==> src/rtl/time_pkg.sv <==
// rtl/time_pkg.sv - shared constants, field offsets and state types for the date/time text path
package time_pkg;

  localparam logic [7:0] ASC_0     = 8'h30;
  localparam logic [7:0] ASC_2     = 8'h32;
  localparam logic [7:0] ASC_9     = 8'h39;
  localparam logic [7:0] ASC_DASH  = 8'h2D;
  localparam logic [7:0] ASC_COLON = 8'h3A;
  localparam logic [7:0] ASC_SPACE = 8'h20;
  localparam logic [7:0] ASC_LF    = 8'h0A;
  localparam logic [7:0] ASC_CR    = 8'h0D;

  localparam int FRAME_LEN = 20;
  localparam int LAST_IDX  = FRAME_LEN - 1;

  // Bit offsets of each BCD byte inside the 48-bit word, shared with the sender
  localparam int OFF_YY = 40;
  localparam int OFF_MM = 32;
  localparam int OFF_DD = 24;
  localparam int OFF_HH = 16;
  localparam int OFF_MI = 8;
  localparam int OFF_SS = 0;

  typedef enum logic [1:0] {ST_IDLE, ST_RECV, ST_DROP} state_t;

  typedef enum logic [1:0] {SLOT_DIGIT, SLOT_LIT, SLOT_END} slot_kind_t;

  typedef struct packed {
    slot_kind_t kind;
    logic [7:0] lit;
    logic [3:0] nib;
  } slot_t;

  // What the frame expects at byte index idx; nib is the nibble slot (11 = YY tens)
  function automatic slot_t slot_of(input logic [4:0] idx);
    slot_t s;
    s.kind = SLOT_END;
    s.lit  = 8'h00;
    s.nib  = 4'd0;
    case (idx)
      5'd1:  begin s.kind = SLOT_LIT;   s.lit = ASC_0;                  end
      5'd2:  begin s.kind = SLOT_DIGIT; s.nib = 4'(OFF_YY / 4 + 1);     end
      5'd3:  begin s.kind = SLOT_DIGIT; s.nib = 4'(OFF_YY / 4);         end
      5'd4:  begin s.kind = SLOT_LIT;   s.lit = ASC_DASH;               end
      5'd5:  begin s.kind = SLOT_DIGIT; s.nib = 4'(OFF_MM / 4 + 1);     end
      5'd6:  begin s.kind = SLOT_DIGIT; s.nib = 4'(OFF_MM / 4);         end
      5'd7:  begin s.kind = SLOT_LIT;   s.lit = ASC_DASH;               end
      5'd8:  begin s.kind = SLOT_DIGIT; s.nib = 4'(OFF_DD / 4 + 1);     end
      5'd9:  begin s.kind = SLOT_DIGIT; s.nib = 4'(OFF_DD / 4);         end
      5'd10: begin s.kind = SLOT_LIT;   s.lit = ASC_SPACE;              end
      5'd11: begin s.kind = SLOT_DIGIT; s.nib = 4'(OFF_HH / 4 + 1);     end
      5'd12: begin s.kind = SLOT_DIGIT; s.nib = 4'(OFF_HH / 4);         end
      5'd13: begin s.kind = SLOT_LIT;   s.lit = ASC_COLON;              end
      5'd14: begin s.kind = SLOT_DIGIT; s.nib = 4'(OFF_MI / 4 + 1);     end
      5'd15: begin s.kind = SLOT_DIGIT; s.nib = 4'(OFF_MI / 4);         end
      5'd16: begin s.kind = SLOT_LIT;   s.lit = ASC_COLON;              end
      5'd17: begin s.kind = SLOT_DIGIT; s.nib = 4'(OFF_SS / 4 + 1);     end
      5'd18: begin s.kind = SLOT_DIGIT; s.nib = 4'(OFF_SS / 4);         end
      5'(LAST_IDX): s.kind = SLOT_END;
      default: s.kind = SLOT_END;
    endcase
    return s;
  endfunction

endpackage

==> src/rtl/time_recv_if.sv <==
// rtl/time_recv_if.sv - UART byte input and parsed date/time outputs of the receiver
interface time_recv_if;

  logic        uart_rx_done;
  logic [7:0]  uart_rx_data;
  logic [47:0] date_time;
  logic        date_time_set;
  logic        frame_err;
  logic        busy;

  modport master (
    output uart_rx_done, uart_rx_data,
    input  date_time, date_time_set, frame_err, busy
  );

  modport slave (
    input  uart_rx_done, uart_rx_data,
    output date_time, date_time_set, frame_err, busy
  );

endinterface

==> src/rtl/bcd_range_chk.sv <==
// rtl/bcd_range_chk.sv - combinational legality check of a packed BCD date/time word
module bcd_range_chk
  import time_pkg::*;
(
  input  logic [47:0] bcd,
  output logic        ok
);

  logic [7:0] mm, dd, hh, mi, ss;
  logic       digits_ok;

  assign mm = bcd[OFF_MM +: 8];
  assign dd = bcd[OFF_DD +: 8];
  assign hh = bcd[OFF_HH +: 8];
  assign mi = bcd[OFF_MI +: 8];
  assign ss = bcd[OFF_SS +: 8];

  // Valid BCD digits compare correctly as plain unsigned bytes
  always_comb begin
    digits_ok = 1'b1;
    for (int i = 0; i < 12; i++) begin
      if (bcd[i*4 +: 4] > 4'd9) digits_ok = 1'b0;
    end
  end

  assign ok = digits_ok
           && (mm >= 8'h01) && (mm <= 8'h12)
           && (dd >= 8'h01) && (dd <= 8'h31)
           && (hh <= 8'h23)
           && (mi <= 8'h59)
           && (ss <= 8'h59);

endmodule

==> src/rtl/time_recv.sv <==
// rtl/time_recv.sv - parses "20YY-MM-DD hh:mm:ss\n" from the UART into BCD and requests an RTC set
module time_recv #(
  parameter int TIMEOUT_CYC = 5_000_000
) (
  input logic        clk,
  input logic        rst,
  time_recv_if.slave bus
);
  import time_pkg::*;

  localparam int              CW       = (TIMEOUT_CYC > 2) ? $clog2(TIMEOUT_CYC) : 1;
  localparam logic [CW-1:0]   CNT_LAST = CW'(TIMEOUT_CYC - 1);

  state_t        state, state_n;
  logic [4:0]    idx, idx_n;
  logic [CW-1:0] cnt, cnt_n;
  logic          cr_seen, cr_seen_n;
  logic [47:0]   shadow, shadow_n;
  logic [47:0]   dt, dt_n;
  logic          set_q, set_n;
  logic          err_q, err_n;
  logic          range_ok;
  logic          is_digit;
  logic          expired;
  slot_t         slot;

  bcd_range_chk u_chk (
    .bcd (shadow),
    .ok  (range_ok)
  );

  always_ff @(posedge clk) begin
    if (rst) begin
      state   <= ST_IDLE;
      idx     <= '0;
      cnt     <= '0;
      cr_seen <= 1'b0;
      shadow  <= '0;
      dt      <= '0;
      set_q   <= 1'b0;
      err_q   <= 1'b0;
    end else begin
      state   <= state_n;
      idx     <= idx_n;
      cnt     <= cnt_n;
      cr_seen <= cr_seen_n;
      shadow  <= shadow_n;
      dt      <= dt_n;
      set_q   <= set_n;
      err_q   <= err_n;
    end
  end

  always_comb begin
    state_n   = state;
    idx_n     = idx;
    cnt_n     = cnt;
    cr_seen_n = cr_seen;
    shadow_n  = shadow;
    dt_n      = dt;
    set_n     = 1'b0;
    err_n     = 1'b0;
    slot      = slot_of(idx);
    is_digit  = (bus.uart_rx_data >= ASC_0) && (bus.uart_rx_data <= ASC_9);
    expired   = (cnt == CNT_LAST);

    case (state)
      ST_IDLE: begin
        cnt_n = '0;
        if (bus.uart_rx_done && bus.uart_rx_data == ASC_2) begin
          state_n   = ST_RECV;
          idx_n     = 5'd1;
          cr_seen_n = 1'b0;
        end
      end

      ST_RECV: begin
        // A byte arriving on the expiry cycle takes precedence over the timeout
        if (bus.uart_rx_done) begin
          cnt_n = '0;
          if (slot.kind == SLOT_DIGIT && is_digit) begin
            shadow_n[{slot.nib, 2'b00} +: 4] = bus.uart_rx_data[3:0];
            idx_n = idx + 5'd1;
          end else if (slot.kind == SLOT_LIT && bus.uart_rx_data == slot.lit) begin
            idx_n = idx + 5'd1;
          end else if (slot.kind == SLOT_END && bus.uart_rx_data == ASC_LF) begin
            state_n = ST_IDLE;
            idx_n   = '0;
            if (range_ok) begin
              dt_n  = shadow;
              set_n = 1'b1;
            end else begin
              err_n = 1'b1;
            end
          end else if (slot.kind == SLOT_END && bus.uart_rx_data == ASC_CR && !cr_seen) begin
            cr_seen_n = 1'b1;
          end else begin
            err_n   = 1'b1;
            idx_n   = '0;
            state_n = (bus.uart_rx_data == ASC_LF) ? ST_IDLE : ST_DROP;
          end
        end else if (expired) begin
          state_n = ST_IDLE;
          idx_n   = '0;
          cnt_n   = '0;
          err_n   = 1'b1;
        end else begin
          cnt_n = cnt + CW'(1);
        end
      end

      ST_DROP: begin
        if (bus.uart_rx_done) begin
          cnt_n = '0;
          if (bus.uart_rx_data == ASC_LF) state_n = ST_IDLE;
        end else if (expired) begin
          state_n = ST_IDLE;
          cnt_n   = '0;
        end else begin
          cnt_n = cnt + CW'(1);
        end
      end

      default: begin
        state_n = ST_IDLE;
        idx_n   = '0;
        cnt_n   = '0;
      end
    endcase
  end

  assign bus.date_time     = dt;
  assign bus.date_time_set = set_q;
  assign bus.frame_err     = err_q;
  assign bus.busy          = (state != ST_IDLE);

endmodule
==> src/flat_wrapper.sv <==
// flat-port wrapper written by rule: the top's interface ports become plain ports
module time_recv_flat import time_pkg::*;
#(
  parameter int TIMEOUT_CYC = 5_000_000
)
  (clk, rst, bus_uart_rx_done, bus_uart_rx_data, bus_date_time, bus_date_time_set, bus_frame_err, bus_busy);
  time_recv_if bus_i ();
  input logic clk;
  input logic rst;
  input wire logic [$bits(bus_i.uart_rx_done)-1:0] bus_uart_rx_done;
  input wire logic [$bits(bus_i.uart_rx_data)-1:0] bus_uart_rx_data;
  output wire logic [$bits(bus_i.date_time)-1:0] bus_date_time;
  output wire logic [$bits(bus_i.date_time_set)-1:0] bus_date_time_set;
  output wire logic [$bits(bus_i.frame_err)-1:0] bus_frame_err;
  output wire logic [$bits(bus_i.busy)-1:0] bus_busy;
  assign bus_i.uart_rx_done = bus_uart_rx_done;
  assign bus_i.uart_rx_data = bus_uart_rx_data;
  assign bus_date_time = bus_i.date_time;
  assign bus_date_time_set = bus_i.date_time_set;
  assign bus_frame_err = bus_i.frame_err;
  assign bus_busy = bus_i.busy;
  time_recv #(.TIMEOUT_CYC(TIMEOUT_CYC)) u_core (.clk(clk), .rst(rst), .bus(bus_i));
endmodule
==> config.mk <==
export PLATFORM = sky130hd
export DESIGN_NAME = time_recv_flat
export DESIGN_NICKNAME = d
export VERILOG_FILES = /design/src/rtl/time_pkg.sv /design/src/rtl/time_recv_if.sv /design/src/rtl/bcd_range_chk.sv /design/src/rtl/time_recv.sv /design/src/flat_wrapper.sv
export SDC_FILE = /design/constraint.sdc
export NUM_CORES = 1
export LEC_CHECK = 0
export BUFFER_PORTS_ARGS = -buffer_cell sky130_fd_sc_hd__buf_4
export CORE_UTILIZATION = 63
export DETAILED_ROUTE_END_ITERATION = 7
export PLACE_DENSITY = 0.84
export SETUP_SLACK_MARGIN = 0.3
export SLEW_MARGIN = 20
export SYNTH_ARGS = -nofsm -noshare
export SYNTH_HDL_FRONTEND = slang
export SYNTH_HIERARCHICAL = 1
export SYNTH_SLANG_ARGS = --single-unit
==> constraint.sdc <==
create_clock -name clk -period 9.2 [get_ports clk]
set_input_delay 1.38 -clock clk [delete_from_list [all_inputs] [get_ports clk]]
set_output_delay 1.38 -clock clk [all_outputs]
set_load 0.02 [all_outputs]
=== Word-level counts from Yosys, hierarchy flattened ===
Cells that the tools add are included.

* Word-level logic and storage cells: 162
* Output and inout bits: 51
* Memories kept: 0
* Memory bits (writable): 0
* Input port bits: 11
* Flip-flop bits (word level): 129
* ROM bits: 0
* Latch bits: 0

* Reductions and logical operators: 32
* Equal/unequal tests: 39
* Add/sub/neg operators: 3
* $lt $le $gt $ge: 21
* Bitwise operators: 7
* Shifts and indexed selects: 2
* $mul: 0
* Muxes and demuxes: 50
* Divide/modulo/power cells: 0

{| class="wikitable"
|+ Operators by type and width
! cell !! number
|-
| bitwise mux 48 bit || 1
|-
| > comparator 4 bit, second input constant || 12
|-
| variable shift 4 x 8 -> 48 bit, first input constant || 1
|-
| indexed part select 4 x 8 -> 48 bit || 1
|-
| case mux 4 bit (11 select lines) || 1
|-
| == test 5 x 4 -> 1 bit, second input constant || 8
|-
| 2-to-1 mux 5 bit || 7
|-
| 2-to-1 mux 1 bit || 26
|-
| less-or-equal comparator 8 x 6 -> 1 bit, second input constant || 3
|-
| case mux 6 bit (4 select lines) || 1
|-
| adder 23 x 1 -> 23 bit, second input constant || 1
|-
| == test 23 bit, second input constant || 1
|-
| == test 5 x 3 -> 1 bit, second input constant || 4
|-
| 2-to-1 mux 2 bit || 10
|-
| == test 8 x 4 -> 1 bit, second input constant || 2
|-
| greater-or-equal comparator 8 x 1 -> 1 bit, second input constant || 2
|-
| less-or-equal comparator 8 x 7 -> 1 bit, second input constant || 2
|-
| == test 5 bit, second input constant || 3
|-
| case mux 5 bit (3 select lines) || 1
|-
| logical AND 1 bit || 14
|-
| OR reduction 12 bit || 1
|-
| OR reduction 6 bit || 2
|-
| == test 5 x 2 -> 1 bit, second input constant || 2
|-
| == test 8 x 6 -> 1 bit || 1
|-
| 28 further kinds || 47
|}

=== Depth between registers and ports, before layout ===
Gate-level depths: netlist of the first run.

* Depth in word-level cells: 25
* Gate-level depth with buffers: 15
* Mapped depth without buffers: 12

=== Hierarchy ===
Netlist of the first run, hierarchy kept.

{| class="wikitable"
|+ By module, submodules not included
! module !! seq. area each (µm²) !! cells an instance !! instances !! area an instance (µm²)
|-
| time_recv || 2582.5 || 690 || 1 || 5829.3
|-
| bcd_range_chk || 0.0 || 28 || 1 || 177.7
|}

=== Worst setup path after synthesis of the first run ===
OpenSTA, ideal clock, no wires.

* Path kind: input to register
* Start: input port bus_uart_rx_data[6]
* End: register u_core.shadow[18]
* Required time: 9.072 ns
* Buffers on the path: 0
* Setup time: 0.128 ns
* Stages: 7
* Setup slack: 6.094 ns
* Data arrival time: 2.978 ns
* Cell sequence: nand4bb_1 nor2_1 o211ai_1 or3_4 a2111oi_4 mux2i_1 nor2_1

* Cells in the longest elaborated chain, start to end: 4
* Elaborated cells between the ends (all ways): 5
* Classes of those cells: order compare (2); reduce/logical (3)

{| class="wikitable"
|+ RTL lines
! item !! line !! source
|-
| start: declaration || flat_wrapper.sv:11 || <nowiki>input wire logic [$bits(bus_i.uart_rx_data)-1:0] bus_uart_rx_data;</nowiki>
|-
| greater-or-equal comparator 8 x 6 -> 1 bit or less-or-equal comparator 8 x 6 -> 1 bit (tied branches) || time_recv.sv:64 || <nowiki>is_digit = (bus.uart_rx_data >= ASC_0) && (bus.uart_rx_data <= ASC_9);</nowiki>
|-
| logical AND 1 bit * || time_recv.sv:64 ||
|-
| logical AND 1 bit * || time_recv.sv:81 || <nowiki>if (slot.kind == SLOT_DIGIT && is_digit) begin</nowiki>
|-
| AND reduction 3 bit (no line) * || -- ||
|-
| end signal: assignment || time_recv.sv:47 || <nowiki>shadow <= shadow_n;</nowiki>
|-
| end: declaration || time_recv.sv:18 || <nowiki>logic [47:0] shadow, shadow_n;</nowiki>
|}

Mark *: on every way between the ends. The rest lies on a longest branch, timed or not.
A chain may end at the register's enable or synchronous reset.

=== Worst setup path in the final report of the first run ===
* Start: register u_core.idx[0]
* End: register u_core.shadow[0]

* Cells in the longest elaborated chain, start to end: 6
* Elaborated cells between the ends (all ways): 29
* Classes of those cells: add/sub (1); eq/ne (18); shift (2); mux (3); reduce/logical (5)

{| class="wikitable"
|+ RTL lines
! item !! line !! source
|-
| start: declaration || time_recv.sv:15 || <nowiki>logic [4:0] idx, idx_n;</nowiki>
|-
| start signal: assignment || time_recv.sv:44 || <nowiki>idx <= idx_n;</nowiki>
|-
| parallel branches: the longest is 6 deep, another holds negator 6 -> 8 bit || -- ||
|}

Several ways; the timed one is not identified.

==> results of run 1 <==
==> cells by family after synthesis <==
| group | count (synthesis) | synth area share |
|---|---|---|
| AOI/OAI and AO/OA | 128 | 0.139 |
| muxes | 50 | 0.0837 |
| adders and majority gates | 13 | 0.0271 |
| buffers and inverters | 54 | 0.0364 |
| and+or+nand+nor | 326 | 0.258 |
| DFF | 129 | 0.430 |
| xor gates and xnor gates | 18 | 0.0262 |
==> sequential cells by signal (all words and copies together), names as in the netlist <==
register / flops
u_core/bus.date_time: 48
u_core/shadow: 48
u_core/cnt: 23
u_core/idx: 5
u_core/state: 2
u_core/bus.date_time_set: 1
u_core/bus.frame_err: 1
u_core/cr_seen: 1
==> metal layers <==
metal / GRT usage / share of wire / vias to the layer above
li1: - / - / 2581
met1: 0.420 / 0.41 / 2597
met2: 0.548 / 0.48 / 290
met3: 0.0632 / 0.076 / 38
met4: 0.153 / 0.031 / 0
met5: 0 / 0 / -
==> per-stage QoR <==
stage                     instances  total power, uW  hold WS (ns)  worst slack [ns]
after floorplan                 718              607         0.418              6.09
after global placement          871              621         0.427              5.77
after detailed placement        871              623         0.444              5.69
after CTS                       903             1290         0.453              5.72
after global routing            903             1320         0.469              5.50
final                           903             1290         0.451              5.66
==> worst max-delay path, stage by stage (launching register included) <==
cell,delay (ns)
sky130_fd_sc_hd__dfxtp_1,0.38
sky130_fd_sc_hd__inv_1,0.11
sky130_fd_sc_hd__ha_1,0.29
sky130_fd_sc_hd__or2_1,0.29
sky130_fd_sc_hd__mux2_2,0.30
sky130_fd_sc_hd__o32ai_4,0.43
sky130_fd_sc_hd__ha_1,0.35
sky130_fd_sc_hd__inv_1,0.11
sky130_fd_sc_hd__nor2_1,0.22
sky130_fd_sc_hd__nand2_1,0.14
sky130_fd_sc_hd__nor3_2,0.42
sky130_fd_sc_hd__mux2i_1,0.29
sky130_fd_sc_hd__nor2_1,0.06
==> layout make-up <==
| cell class | count | area, um2 |
|---|---|---|
| clock inverters | 13 | 151 |
| fillers | 652 | 2170 |
| multi-input cells | 535 | 3210 |
| clock buffers | 19 | 442 |
| well taps | 129 | 161 |
| flip-flops and latches | 129 | 2580 |
| repair buffers | 63 | 473 |
| inverters | 15 | 56.3 |
==> worst min path at each step <==
stage / startpoint / to / slack (ns) / cells after the start
floorplan: u_core/cnt[0]$_SDFF_PP0_ / u_core/cnt[0]$_SDFF_PP0_ / 0.42 / 1
global placement: u_core/cnt[0]$_SDFF_PP0_ / u_core/cnt[0]$_SDFF_PP0_ / 0.43 / 1
detailed placement: u_core/bus.date_time[4]$_SDFFE_PP0P_ / u_core/bus.date_time[4]$_SDFFE_PP0P_ / 0.44 / 2
CTS: u_core/bus.date_time[4]$_SDFFE_PP0P_ / u_core/bus.date_time[4]$_SDFFE_PP0P_ / 0.45 / 2
global route: u_core/bus.date_time[4]$_SDFFE_PP0P_ / u_core/bus.date_time[4]$_SDFFE_PP0P_ / 0.47 / 2
finish: u_core/bus.date_time[14]$_SDFFE_PP0P_ / u_core/bus.date_time[14]$_SDFFE_PP0P_ / 0.45 / 2
==> layout by cell type, fill, tap and decap left out, drive strengths merged, types with 3 or more instances in the layout <==
cell type	synthesis	routed
a21oi	62	62
nor3b	3	3
o21ai	19	19
and3	8	8
nand4	14	14
clkinv	1	4
clkbuf	30	19
or4	3	3
and2	8	8
inv	14	19
nor3	17	17
mux2i	48	48
buf	9	63
xnor2	3	3
nand2	164	164
or3	7	7
nor2b	4	4
clkinvlp	0	3
nand2b	4	4
o211ai	6	6
ha	13	13
nor2	57	57
nor4	4	4
a211oi	4	4
dfxtp	129	129
o31ai	6	6
a31oi	3	3
xor2	15	15
nand3	20	20
o21a	3	3
a2111oi	3	3
==> power breakdown <==
group	switching (uW)	internal, uW	leakage [uW]
Clock	268	405	0.000284
Sequential	1.41	560	0.00104
Combinational	34.7	15.4	0.00129
==> insert_results.sql, run 1 <==
INSERT INTO impl_metrics (metric_group, metric, value, unit) VALUES
('timing', 'timing.slew.headroom', '0.392', ''),
('route', 'first_iter_violations', '406', ''),
('final_layout', 'area_growth_syn_to_layout', '17.8', '%'),
('place', 'placed_area', '0.00648', 'mm2'),
('global_routing', 'global_route.overflow_total', '0', ''),
('critical_path', 'r2r_slack', '5.66', 'ns'),
('job', 'drv.max_cap_violation_count', '0', ''),
('power_and_ir_drop', 'cellPowerDensity', '182', 'mW/mm2'),
('die', 'design.die.area', '0.00993', 'mm2'),
('logic_synthesis', 'netlist_instances', '718', ''),
('final_layout', 'finalNetCount', '785', ''),
('timing', 'report.final.hold_viol_count', '0', ''),
('critical_path', 'reg2reg_from', 'u_core/idx[0]$_SDFFE_PP0P_', ''),
('route', 'route.antenna.remaining_nets', '0', ''),
('die', 'start_util', '0.650', ''),
('timing', 'report.final.setup_viol', '0', ''),
('logic_synthesis', 'syn-num-nets', '742', ''),
('critical_path', 'critPathMaxFanout', '8', ''),
('clock_network', 'cts-hold-fix-buffers', '0', ''),
('clock_network', 'clk_transition_reported_paths', '0.06', 'ns'),
('timing', 'finalWorstPathRequiredPeriod', '3.54', 'ns'),
('clock_network', 'cts_made_buffers', '17', ''),
('logic_synthesis', 'yosys_most_used_dff', 'sky130_fd_sc_hd__dfxtp_1', ''),
('logic_synthesis', 'number_of_enable_type_register_cells_in_the_synthesized_netlist', '0', ''),
('clock_network', 'h-tree-depth', '4', ''),
('logic_synthesis', 'yosysWarningCount', '6', ''),
('logic_synthesis', 'synth.cells.most_frequent', 'sky130_fd_sc_hd__nand2_1 (163), sky130_fd_sc_hd__dfxtp_1 (129), sky130_fd_sc_hd__a21oi_1 (61), sky130_fd_sc_hd__nor2_1 (55), sky130_fd_sc_hd__mux2i_1 (48)', ''),
('timing', 'finClkSkew', '0.0140', 'ns'),
('die', 'die_h', '99.6', 'um'),
('logic_synthesis', 'synthesis.area_per_instance', '8.37', 'um2'),
('die', 'core_area', '0.00924', 'mm2'),
('route', 'post_drt_wl_per_cell', '17.4', 'um'),
('logic_synthesis', 'netlist-cell-type-count', '75', ''),
('logic_synthesis', 'synth.most_common_cell', 'sky130_fd_sc_hd__nand2_1', ''),
('place', 'dp_hpwl', '9860', 'um'),
('critical_path', 'worstSetupStartpointType', 'register', ''),
('critical_path', 'crit_path_end', 'u_core/shadow[0]$_SDFFE_PP0P_', ''),
('route', 'vias_per_cell', '6.10', ''),
('critical_path', 'worst_setup_path_startpoint', 'u_core/idx[0]$_SDFFE_PP0P_', ''),
('route', 'detailedRoute.firstPassIterationCount', '6', ''),
('timing', 'final_max_slew_viol_count', '0', ''),
('global_routing', 'grt_max_degree', '80', ''),
('clock_network', 'post-cts-setup-buffer-count', '0', ''),
('clock_network', 'root_buffer', 'sky130_fd_sc_hd__clkbuf_8', ''),
('clock_network', 'number_of_buffers_on_the_longest_clock_path', '2', ''),
('clock_network', 'tritoncts_num_sinks', '129', ''),
('status', 'status', 'finished clean', ''),
('critical_path', 'timing.setup.critical_path_class', 'register to register', ''),
('clock_network', 'post_cts_resized', '0', ''),
('global_routing', 'antenna_found_initial', '0', ''),
('hold_path', 'min-delay-path-class', 'register to register', ''),
('power_and_ir_drop', 'static-leakage-power', '0.00261', 'uW'),
('final_layout', 'final_core_utilization', '0.766', ''),
('timing', 'fmaxAchievable', '0.282', 'GHz'),
('global_routing', 'track_usage', '0.331', ''),
('route', 'total_via_count_in_the_routed_design', '5506', ''),
('timing', 'grt_setup_unrepaired', 'false', ''),
('die', 'boundaryPins', '62', ''),
('route', 'routed_wirelength', '15700', 'um'),
('logic_synthesis', 'yosys.area.top_type_share', '0.430', ''),
('logic_synthesis', 'yosysSeqAreaShare', '0.430', ''),
('logic_synthesis', 'ys_ff_latch', '129', ''),
('place', 'io_buffer_count', '61', ''),
('critical_path', 'crit_arrival', '3.91', 'ns'),
('timing', 'timing_worst_slew_pin_value', '0.913', 'ns'),
('clock_network', 'clock_tree_from_tritoncts', 'yes', ''),
('die', 'rows', '35', ''),
('critical_path', 'worst-endpoint-required', '9.57', 'ns'),
('logic_synthesis', 'synth_top_area_cell', 'sky130_fd_sc_hd__dfxtp_1', ''),
('logic_synthesis', 'ys_top_cells_by_area', 'sky130_fd_sc_hd__dfxtp_1 (43%), sky130_fd_sc_hd__nand2_1 (10%), sky130_fd_sc_hd__mux2i_1 (8.0%)', ''),
('place', 'finalWeightedCongestion', '0.897', '');
Note: power is estimated with default switching activity, not from simulation.
==> run 2: changes to the inputs <==
CORE_UTILIZATION = 53   (was 63)
PLACE_DENSITY = 0.76   (was 0.84)
clock period = 3.2 ns   (was 9.2 ns; I/O delays follow)
==> insert_results.sql, run 2 (same netlist as run 1, synthesis figures left out) <==
INSERT INTO impl_metrics (metric_group, metric, value, unit) VALUES
('die', 'boundaryPins', '62', ''),
('final_layout', 'finish.cell_count_without_fillers', '933', ''),
('global_routing', 'global_route.overflow_total', '0', ''),
('final_layout', 'final_core_utilization', '0.686', ''),
('status', 'status', 'finished clean', ''),
('final_layout', 'area_growth_syn_to_layout', '24.9', '%'),
('timing', 'grt_setup_unrepaired', 'true', ''),
('hold_path', 'min-delay-path-class', 'input pin to register', ''),
('power_and_ir_drop', 'worst_ir_drop_vdd', '0.550', 'mV'),
('global_routing', 'antenna_found_initial', '0', ''),
('final_layout', 'drive_above_1_share', '0.199', ''),
('final_layout', 'fillers', '857', ''),
('critical_path', 'end_kind', 'register', ''),
('die', 'die_h', '108', 'um'),
('timing', 'report.final.setup_viol', '0', ''),
('timing', 'setup_total_negative_slack', '0', 'ns'),
('critical_path', 'crit_arrival', '3.18', 'ns'),
('die', 'core_area', '0.0109', 'mm2'),
('clock_network', 'cts_made_buffers', '17', ''),
('die', 'start_util', '0.549', ''),
('timing', 'finClkSkew', '0.0162', 'ns'),
('timing', 'fmaxAchievable', '0.346', 'GHz'),
('route', 'total_via_count_in_the_routed_design', '5446', ''),
('power_and_ir_drop', 'power.combinational.fraction', '0.044', ''),
('global_routing', 'first_global_vias', '4994', ''),
('timing', 'report.final.hold_viol_count', '0', ''),
('place', 'io_buffer_count', '61', ''),
('critical_path', 'worstSetupStartpointType', 'register', ''),
('power_and_ir_drop', 'power_frac_seq', '0.411', ''),
('clock_network', 'clock_insertion_delay_worst_skew', '0.43', 'ns'),
('clock_network', 'number_of_buffers_on_the_longest_clock_path', '2', ''),
('clock_network', 'root_buffer', 'sky130_fd_sc_hd__clkbuf_16', ''),
('clock_network', 'cts-hold-fix-buffers', '0', ''),
('final_layout', 'final_cell_mix', 'sky130_fd_sc_hd__nand2_1 (162), sky130_fd_sc_hd__dfxtp_1 (126), sky130_fd_sc_hd__buf_4 (76)', ''),
('power_and_ir_drop', 'p_sw', '833', 'uW'),
('die', 'width_of_the_die', '108', 'um'),
('hold_path', 'hold_path_depth', '2', ''),
('clock_network', 'tritoncts_num_sinks', '129', ''),
('final_layout', 'layout_commonest_cell', 'sky130_fd_sc_hd__nand2_1', ''),
('clock_network', 'h-tree-depth', '4', ''),
('power_and_ir_drop', 'cellPowerDensity', '524', 'mW/mm2'),
('route', 'detailedRoute.firstPassIterationCount', '5', ''),
('route', 'vias_per_cell', '5.84', ''),
('power_and_ir_drop', 'cell_internal_pwr', '3100', 'uW'),
('critical_path', 'reg2reg_depth', '11', ''),
('clock_network', 'clock_tree_from_tritoncts', 'yes', ''),
('die', 'rows', '38', ''),
('job', 'drv.max_cap_violation_count', '0', ''),
('global_routing', 'wire_length_of_the_first_global_routing_pass', '24400', 'um'),
('route', 'first_iter_violations', '426', ''),
('timing', 'fin_crit_sh', '0.902', ''),
('place', 'dpl.cell_count', '890', ''),
('final_layout', 'finalNetCount', '804', ''),
('timing', 'holdWs', '0.350', 'ns'),
('route', 'post_drt_wl_per_cell', '16.2', 'um'),
('global_routing', 'track_usage', '0.269', ''),
('global_routing', 'grt_max_degree', '51', ''),
('power_and_ir_drop', 'static-leakage-power', '0.00278', 'uW'),
('timing', 'timing.slew.headroom', '0.623', ''),
('critical_path', 'timing.setup.critical_path_class', 'register to register', ''),
('clock_network', 'clk_transition_reported_paths', '0.06', 'ns'),
('power_and_ir_drop', 'power_switching_share', '0.212', ''),
('final_layout', 'num_antenna_cells', '0', ''),
('die', 'design.die.area', '0.0118', 'mm2'),
('timing', 'final_max_slew_viol_count', '0', ''),
('power_and_ir_drop', 'clock_power_share', '0.545', ''),
('timing', 'timing_worst_slew_pin_value', '0.565', 'ns'),
('critical_path', 'critPathMaxFanout', '5', ''),
('critical_path', 'worst-endpoint-required', '3.49', 'ns'),
('route', 'drt_drc_violations_left', '0', ''),
('route', 'route.antenna.remaining_nets', '0', ''),
('route', 'routed_wirelength', '15200', 'um'),
('timing', 'finalWorstPathRequiredPeriod', '2.89', 'ns'),
('place', 'dp_hpwl', '10000', 'um'),
('place', 'finalWeightedCongestion', '0.894', '');
-- run 2: layout make-up --
cell class	count	area, um2	share of cell area
Tap cell	140	175	0.0233
Sequential cell	129	2590	0.345
Multi-Input combinational cell	535	3350	0.447
Clock buffer	19	453	0.0604
Timing Repair Buffer	82	664	0.0885
Inverter	15	61.3	0.00817
Clock inverter	13	208	0.0277
-- run 2: repair_timing --
action,in CTS,in global routing
setup buffers,4,7
pin swaps,6,9
endpoints found under the setup margin,97,101
hold endpoints to repair,0,0
gates resized for setup,10,32
-- run 2: power by group through the flow --
| stage | logic [uW] | clock network [uW] | registers, uW |
|---|---|---|---|
| floorplan | 95.1 | 0 | 1650 |
| global placement | 136 | 0 | 1650 |
| detailed placement | 140 | 0 | 1650 |
| CTS | 143 | 2170 | 1620 |
| global route | 186 | 2250 | 1620 |
| finish | 173 | 2140 | 1620 |
-- run 2: critical path: stages, from the launching register on --
cell	delay [ns]
sky130_fd_sc_hd__dfxtp_4	0.39
sky130_fd_sc_hd__inv_6	0.05
sky130_fd_sc_hd__ha_4	0.17
sky130_fd_sc_hd__or2_4	0.25
sky130_fd_sc_hd__mux2_4	0.27
sky130_fd_sc_hd__o32ai_4	0.33
sky130_fd_sc_hd__ha_4	0.23
sky130_fd_sc_hd__buf_6	0.11
sky130_fd_sc_hd__nor2_2	0.03
sky130_fd_sc_hd__or3_4	0.42
sky130_fd_sc_hd__nand3b_1	0.31
sky130_fd_sc_hd__mux2i_1	0.18
-- run 2: final timing paths --
kind | slack [ns] | endpoint | startpoint
min | 0.35 | u_core/bus.frame_err$_SDFF_PP0_ | bus_uart_rx_done
max | 0.31 | u_core/shadow[10]$_SDFFE_PP0P_ | u_core/idx[0]$_SDFFE_PP0P_
min reg2reg | 0.45 | u_core/bus.date_time[28]$_SDFFE_PP0P_ | u_core/bus.date_time[28]$_SDFFE_PP0P_
max reg2reg | 0.31 | u_core/shadow[10]$_SDFFE_PP0P_ | u_core/idx[0]$_SDFFE_PP0P_
-- run 2: metrics by stage --
step           power [uW]  instance area (um2)  worst slack [ns]
2_1_floorplan        1750                 6010             0.310
3_3_place_gp         1790                 6570             0.277
3_5_place_dp         1790                 6570            0.0505
4_1_cts              3930                 7310             0.262
5_1_grt              4050                 7500             0.237
6_report             3930                 7500             0.313
-- run 2: metal layers --
layer  global-route usage  routed length (um)  part of all wire  up-vias
met5                    0                   0                 0        -
met4                0.113                 369             0.024        0
met3               0.0603                 966             0.064       39
met2                0.435                7240              0.48      208
met1                0.343                6580              0.43     2578
li1                     -                   -                 -     2621
